**config.mk**
```make
export PLATFORM = sky130hd
export DESIGN_NAME = ex_mem
export DESIGN_NICKNAME = d
export VERILOG_FILES = /design/src/rtl/ex_mem_pkg.sv /design/src/rtl/ex_mem_sat_counter16.sv /design/src/rtl/ex_mem.sv
export SDC_FILE = /design/constraint.sdc
export NUM_CORES = 1
export LEC_CHECK = 0
export ABC_CLOCK_PERIOD_IN_PS = 5500
export CAP_MARGIN = 0
export CORE_AREA = 5 5 146 148
export DETAILED_ROUTE_END_ITERATION = 16
export DIE_AREA = 0 0 151 153
export PLACE_DENSITY = 0.71
export SETUP_SLACK_MARGIN = 0.15
export SYNTH_ARGS = -nofsm -noshare
export SYNTH_HDL_FRONTEND = slang
export SYNTH_SLANG_ARGS = --single-unit
```
**constraint.sdc**
```tcl
create_clock -name clk -period 5.5 [get_ports clk]
set_clock_uncertainty 0.05 [all_clocks]
set_input_delay 1.1 -clock clk [delete_from_list [all_inputs] [get_ports clk]]
set_output_delay 1.1 -clock clk [all_outputs]
set_load 0.005 [all_outputs]
```
**src/rtl/ex_mem_pkg.sv**
```systemverilog
// ex_mem_pkg: shared widths, write-enable constants and per-cycle action decode for the EX/MEM register
package ex_mem_pkg;
  localparam int RegBus       = 32;
  localparam int RegAddrBus   = 5;
  localparam int DoubleRegBus = 64;
  localparam logic WriteEnable  = 1'b1;
  localparam logic WriteDisable = 1'b0;
  localparam logic RstEnable    = 1'b1;
  localparam logic [RegBus-1:0] ZeroWord = '0;
  typedef enum logic [2:0] {ACT_RST, ACT_FLUSH, ACT_BUBBLE, ACT_ADVANCE, ACT_HOLD} act_e;
  // Priority rst > flush > bubble > advance > hold; stall_ex=0 with stall_mem=1 falls through to hold.
  function automatic act_e pick_act(input logic rst, input logic flush, input logic stall_ex, input logic stall_mem);
    return rst == RstEnable ? ACT_RST :
           flush            ? ACT_FLUSH :
           stall_ex & ~stall_mem  ? ACT_BUBBLE :
           ~stall_ex & ~stall_mem ? ACT_ADVANCE : ACT_HOLD;
  endfunction
endpackage

```
**src/rtl/ex_mem_sat_counter16.sv**
```systemverilog
// sat_counter16: 16-bit incrementer that sticks at all-ones, with synchronous clear
// Ports: clk clock; clr sync clear (wins over inc); inc count enable; count current value.
module sat_counter16 (
  input  logic        clk,
  input  logic        clr,
  input  logic        inc,
  output logic [15:0] count
);
  always_ff @(posedge clk)
    if (clr) count <= '0;
    else if (inc && count != 16'hFFFF) count <= count + 16'd1;
endmodule

```
**src/rtl/ex_mem.sv**
```systemverilog
// ex_mem: EX/MEM pipeline register with stall/flush handling, MADD/MSUB accumulate feedback and bubble counting
// Ports: clk, rst (sync, active-high); stall_ex/stall_mem/flush from the controller;
//   ex_* result bundle in; mem_* registered bundle out; hilo_temp_o/cnt_o accumulate state back to EX;
//   bubble_cnt saturating count of inserted bubbles.
module ex_mem
  import ex_mem_pkg::*;
(
  input  logic                    clk,
  input  logic                    rst,
  input  logic                    stall_ex,
  input  logic                    stall_mem,
  input  logic                    flush,
  input  logic [RegAddrBus-1:0]   ex_wd,
  input  logic                    ex_wreg,
  input  logic [RegBus-1:0]       ex_wdata,
  input  logic [RegBus-1:0]       ex_hi,
  input  logic [RegBus-1:0]       ex_lo,
  input  logic                    ex_whilo,
  input  logic [DoubleRegBus-1:0] ex_hilo_temp,
  input  logic [1:0]              ex_cnt,
  output logic [RegAddrBus-1:0]   mem_wd,
  output logic                    mem_wreg,
  output logic [RegBus-1:0]       mem_wdata,
  output logic [RegBus-1:0]       mem_hi,
  output logic [RegBus-1:0]       mem_lo,
  output logic                    mem_whilo,
  output logic [DoubleRegBus-1:0] hilo_temp_o,
  output logic [1:0]              cnt_o,
  output logic [15:0]             bubble_cnt
);
  act_e act;
  always_comb act = pick_act(rst, flush, stall_ex, stall_mem);
  sat_counter16 u_bubble_cnt (
    .clk   (clk),
    .clr   (rst),
    .inc   (act == ACT_BUBBLE),
    .count (bubble_cnt)
  );
  // rst, flush and bubble all empty the MEM slot; only a bubble keeps the accumulate state for EX step 2.
  always_ff @(posedge clk)
    if (act == ACT_ADVANCE) begin
      mem_wd      <= ex_wd;
      mem_wreg    <= ex_wreg;
      mem_wdata   <= ex_wdata;
      mem_hi      <= ex_hi;
      mem_lo      <= ex_lo;
      mem_whilo   <= ex_whilo;
      hilo_temp_o <= '0;
      cnt_o       <= '0;
    end else if (act != ACT_HOLD) begin
      mem_wd      <= '0;
      mem_wreg    <= WriteDisable;
      mem_wdata   <= ZeroWord;
      mem_hi      <= ZeroWord;
      mem_lo      <= ZeroWord;
      mem_whilo   <= WriteDisable;
      hilo_temp_o <= act == ACT_BUBBLE ? ex_hilo_temp : '0;
      cnt_o       <= act == ACT_BUBBLE ? ex_cnt : 2'd0;
    end
endmodule

```
==> results of run 1 <==
through the flow:
step / std cells / hold slack [ns] / power [mW] / util (%)
5_1_grt: 1168 / 0.495 / 3.22 / 56.7
3_5_place_dp: 1136 / 0.449 / 1.88 / 53.6
6_report: 1169 / 0.460 / 3.09 / 56.7
3_3_place_gp: 1136 / 0.436 / 1.88 / 53.6
4_1_cts: 1168 / 0.461 / 3.14 / 56.7
2_1_floorplan: 538 / 0.437 / 1.62 / -
cells by family (layout without fill, tap and decap cells):
family / after synthesis / in the layout / synth area share [%]
AO/OA/AOI/OAI: 91 / 91 / 9.68
AND/OR/NAND/NOR: 217 / 217 / 17.8
other: 0 / 1 / 0
multiplexers: 3 / 3 / 0.477
flip-flops: 185 / 185 / 69.4
adder cells (fa/ha/maj): 1 / 1 / 0.183
buffers and inverters: 41 / 401 / 2.44
power groups by stage:
stage	combinational [mW]	sequential, mW	clock (mW)
2_1_floorplan	0.0518	1.57	0
3_3_place_gp	0.316	1.56	0
3_5_place_dp	0.319	1.56	0
4_1_cts	0.320	1.53	1.29
5_1_grt	0.336	1.54	1.35
6_report	0.315	1.53	1.25
cell type report:
| cell class | instances | area, um2 |
|---|---|---|
| diodes | 1 | 2.50 |
| clock buffers | 17 | 425 |
| clock inverters | 15 | 180 |
| fillers | 1672 | 8630 |
| inverters | 5 | 21.3 |
| multi-input cells | 312 | 1940 |
| flip-flops and latches | 185 | 4730 |
| well taps | 270 | 338 |
| repair buffers | 364 | 3640 |
layer usage:
| metal | track usage (%) | routed length, um | up-vias |
|---|---|---|---|
| met3 | 7.37 | 2440 | 13 |
| met1 | 20.6 | 8070 | 2603 |
| li1 | - | - | 2639 |
| met5 | 0 | 0 | - |
| met4 | 3.89 | 197 | 0 |
| met2 | 29.5 | 10400 | 241 |
placed cells by master, fill, tap and decap left out, types with 5 or more instances in the layout:
cell type	synthesis	layout
buf_4	0	5
a22oi_1	66	66
edfxtp_1	103	103
or4_1	6	6
dfxtp_1	82	82
a21oi_1	9	9
nand4_1	5	5
clkbuf_16	0	17
nand2_1	7	7
nor2_1	69	69
and2_1	103	103
clkdlybuf4s50_1	0	358
critical path, stage by stage:
cell and delay (ns):
clkdlybuf4s50_1 0.83, or4b_4 0.80, or3_4 0.38, nor3_2 0.16, mux2_1 0.33
state kept, by name, indices dropped and copies added (netlist names):
| name | flops |
|---|---|
| cnt_o | 2 |
| mem_whilo | 1 |
| mem_wreg | 1 |
| u_bubble_cnt.count | 16 |
| mem_lo | 32 |
| hilo_temp_o | 64 |
| mem_wdata | 32 |
| mem_wd | 5 |
| mem_hi | 32 |
worst paths after layout:
kind                                             start                endpoint  slack (ns)
worst min register to register  u_bubble_cnt.count[14]  u_bubble_cnt.count[14]        0.46
worst min-delay path            u_bubble_cnt.count[14]  u_bubble_cnt.count[14]        0.46
worst max-delay path                               rst  u_bubble_cnt.count[12]        2.15
worst max register to register   u_bubble_cnt.count[0]  u_bubble_cnt.count[10]        3.40
==> impl_metrics.yaml, run 1 <==
logic_synthesis:
  synth_common_cells: "103 x and2_1, 103 x edfxtp_1, 82 x dfxtp_1, 69 x nor2_1, 66 x a22oi_1"
  synth.avg_cell_area_um2: 12.7
  syn_nets: 713
  yosysTopAreaCell: "edfxtp_1"
  ys_warn_count: 0
  synth.distinct_cells: 41
  synth_edf_count: 103
  ys_seq_elements: 185
  async_flop_share_pct: 0
  synth_ff_type: "edfxtp_1"
  synth_top_area_share_pct: 45.3
  synth.area.top_cells: "edfxtp_1 45%, dfxtp_1 24%, and2_1 9.4%, a22oi_1 7.3%, nor2_1 3.8%"
  syn_inst: 538
  syn_area_um2: 6820
  ys_seq_area_share_pct: 69.4
timing:
  rsz0062_at_grt: "no"
  tns_ns: 0
  final.min_clock_period_ns: 3.35
  layout_setup_ws_ns: 2.15
  finalSetupViolations: 0
  maxSlewHeadroom_pct: 43.4
  finalHoldViolCount: 0
  slew_violations: 0
  fmax_mhz: 299
  post-route-period-util_pct: 60.9
  tightestPinTransition_ns: 0.841
pwr:
  p_leak_nw: 4.22
  power_density_nw_per_um2: 274
  pwr-share-clk_pct: 40.3
  internal_power_mw: 2.38
  seqPwrFrac_pct: 49.5
  vdd_drop_max_v: 0.000191
  switchingPower_uw: 712
  combinationalPowerShare_pct: 10.2
  swShare_pct: 23.0
die:
  die_h_um: 153
  core_area_um2: 19900
  die_area_um2: 23100
  initial_core_util_pct: 34.3
  pin_count: 359
  row_count: 52
  die_w_um: 151
drt:
  drtAntennaViolNets: 0
  wl_per_cell_um: 18.0
  first_pass_iters: 6
  viasPerCell: 4.70
  via_count: 5496
  drt_iter0_markers: 291
  routed_wl_um: 21100
  route.detailed.drc: 0
grt:
  grt-ovfl-total: 0
  antenna_found_initial: 0
  grt_max_degree: 170
  grt_pass1_vias: 5412
  grt_use_total_pct: 17.4
  grt_first_pass_wirelength_um: 31200
clock_tree:
  cts_tree: "yes"
  cts_buffers: 17
  cts_max_level: 4
  postCtsHoldBufs: 0
  path_clk_slew_ns: 0.07
  insertion_delay_ns: 0.42
  cts_sinks: 185
  clockRootBuffer: "clkbuf_16"
  postCtsSetupBuffers: 0
  cts_resized: 0
  cts_buffer_depth: 2
worst_setup_path:
  cp.arrival_ns: 3.61
  cp-start-kind: "primary input"
  critical_path_required_ns: 5.76
  crit_type: "in2reg"
  rr_worst_depth: 5
  crit_fanout: 20
  cp-end-kind: "register"
placement:
  placed_cell_area_um2: 10700
  placement.io_buffers: 358
  place_worst_setup_slack_ns: 1.69
  place.gp.congestion: 0.827
  hpwl_um: 15300
layout:
  drive_gt1_share_pct: 5.46
  final_area_um2: 11300
  syn_to_final_growth_pct: 65.4
  fin_nets: 1060
run:
  maxCapViolCount: 0
worst_hold_path:
  hold_class: "reg2reg"
  min_path_cells: 2
status:
  outcome: "finished clean"
Note: power is estimated with default switching activity, not from simulation.
==> run 2, diff against run 1 <==
Settings changed: ABC_CLOCK_PERIOD_IN_PS 5500 to 2990, PLACE_DENSITY 0.71 to 0.74.
Clock period 5.5 ns to 2.99 ns, I/O delays scaled along.
==> run 2 against run 1 <==
Final area rose by 0.37%. Register-to-register slack worse by 2.5 ns. Non-clock buffer count is 5 higher. Hold slack got worse by 0.0037 ns. Sequential share of layout area fell by 0.15 points. Largest power group unchanged. Clock-buffer cell count is 1 higher.
==> impl_metrics.yaml, run 2 (synthesis results as in run 1) <==
grt:
  grt_pass1_vias: 5417
  grt_first_pass_wirelength_um: 31100
  grt_use_total_pct: 17.4
  grt-ovfl-total: 0
  antenna_found_initial: 2
  grt_max_degree: 104
clock_tree:
  cts_sinks: 185
  cts_tree: "yes"
  postCtsHoldBufs: 0
  clockRootBuffer: "clkbuf_16"
  cts_buffers: 17
  cts_resized: 0
  postCtsSetupBuffers: 0
  insertion_delay_ns: 0.42
  cts_max_level: 4
  path_clk_slew_ns: 0.08
  cts_buffer_depth: 2
worst_hold_path:
  min_path_cells: 2
  hold_class: "reg2reg"
  hold_path_end: "hilo_temp_o[24]"
  holdCritStartpoint: "hilo_temp_o[24]"
status:
  outcome: "finished clean"
layout:
  syn_to_final_growth_pct: 66.0
  final_common_cell: "clkdlybuf4s50_1"
  max_flop_register: "hilo_temp_o"
  stdcell_count: 1172
  final_area_um2: 11300
  drive_gt1_share_pct: 5.76
  largest_reg_flops: 64
  fin_nets: 1065
  diodes: 0
  final_cell_mix: "358 x clkdlybuf4s50_1, 103 x and2_1, 103 x edfxtp_1"
  fillers: 1723
pwr:
  internal_power_mw: 4.29
  seqPwrFrac_pct: 50.8
  swShare_pct: 22.7
  switchingPower_mw: 1.26
  combinationalPowerShare_pct: 10.7
  p_total_mw: 5.55
  power_density_nw_per_um2: 490
  p_leak_nw: 4.25
  vdd_drop_max_v: 0.000349
  pwr-share-clk_pct: 38.6
worst_setup_path:
  cp-startpoint: "stall_ex"
  regToRegSetupSlack_ns: 0.89
  crit_family: "simple AND/OR/NAND/NOR gates"
  critical_path_required_ns: 3.25
  crit_type: "in2reg"
  reg2reg_to: "u_bubble_cnt.count[9]"
  crit_fanout: 13
  crit_chain: "clkdlybuf4s50_1, or4b_4, or3_4, nor3_2, mux2_1"
  cp_slowest_cell: "clkdlybuf4s50_1"
  cp-start-kind: "primary input"
  max_stage_delay_ns: 0.57
  rr_worst_depth: 5
  cp-end-kind: "register"
  rr_startpoint: "u_bubble_cnt.count[0]"
  worst-path-buf-inv: 1
  cp.arrival_ns: 2.62
timing:
  slew_violations: 0
  final.min_clock_period_ns: 2.36
  rsz0062_at_grt: "no"
  finalSetupViolations: 0
  fmax_mhz: 424
  layout_setup_ws_ns: 0.634
  tightestPinTransition_ns: 0.866
  post-route-period-util_pct: 78.8
  finalHoldViolCount: 0
  maxSlewHeadroom_pct: 41.8
drt:
  route.detailed.drc: 0
  viasPerCell: 4.66
  routed_wl_um: 21000
  via_count: 5461
  first_pass_iters: 4
  wl_per_cell_um: 17.9
  drtAntennaViolNets: 0
  drt_iter0_markers: 217
die:
  core_area_um2: 19900
  pin_count: 359
  die_w_um: 151
  die_h_um: 153
  die_area_um2: 23100
  row_count: 52
  initial_core_util_pct: 34.3
placement:
  placement.io_buffers: 358
  place_worst_setup_slack_ns: 0.208
  place.gp.congestion: 0.802
  placed_cell_area_um2: 10800
  hpwl_um: 15600
  post-place-cells: 1141
run:
  maxCapViolCount: 0
run 2: worst max-delay path by stage:
| stage | to | slack [ns] | depth (start not counted) |
|---|---|---|---|
| finish | u_bubble_cnt.count[12] | 0.63 | 5 |
| global route | u_bubble_cnt.count[11] | 0.53 | 6 |
| CTS | u_bubble_cnt.count[12] | 0.66 | 5 |
| detailed placement | u_bubble_cnt.count[12] | 0.21 | 5 |
| global placement | u_bubble_cnt.count[12] | 0.24 | 5 |
| floorplan | mem_hi[0] | -0.20 | 5 |
run 2: layout make-up:
type | instances | area, um2 | share of cell area [%]
inverter | 5 | 22.5 | 0.199
clock inverter | 13 | 125 | 1.10
timing repair buffer | 369 | 3730 | 32.9
clock buffer | 18 | 429 | 3.79
tap | 270 | 338 | 2.98
multi-input combinational | 312 | 1950 | 17.2
sequential | 185 | 4730 | 41.8
run 2: power groups by stage:
stage                     clock network, mW  logic [mW]  registers, mW
after floorplan                           0       0.100           2.89
after global placement                    0       0.593           2.87
after detailed placement                  0       0.598           2.87
after CTS                              2.20       0.601           2.82
after global routing                   2.32       0.631           2.83
final                                  2.14       0.592           2.82
run 2: metal layers:
layer,vias up,track usage [%],share of wire (%)
met1,2546,18.1,35
met3,18,9.68,14
met4,4,4.32,1.1
met5,-,0,0.13
met2,259,30.5,50
li1,2634,-,-
run 2: worst reg2reg max path: cells and delay by family, from the launching register on:
kind / cells / cell delay (ns)
compound gates: 2 / 0.38
simple gates: 2 / 0.97
flops: 1 / 0.41
fa+ha+maj: 1 / 0.22
run 2: metrics by stage:
step                util (%)  hold WS, ns  TNS, ns
floorplan                  -        0.437   -20.50
global placement        54.1        0.437        0
detailed placement      54.1        0.446        0
CTS                     56.9        0.462        0
global route            56.9        0.483        0
finish                  56.9        0.456        0
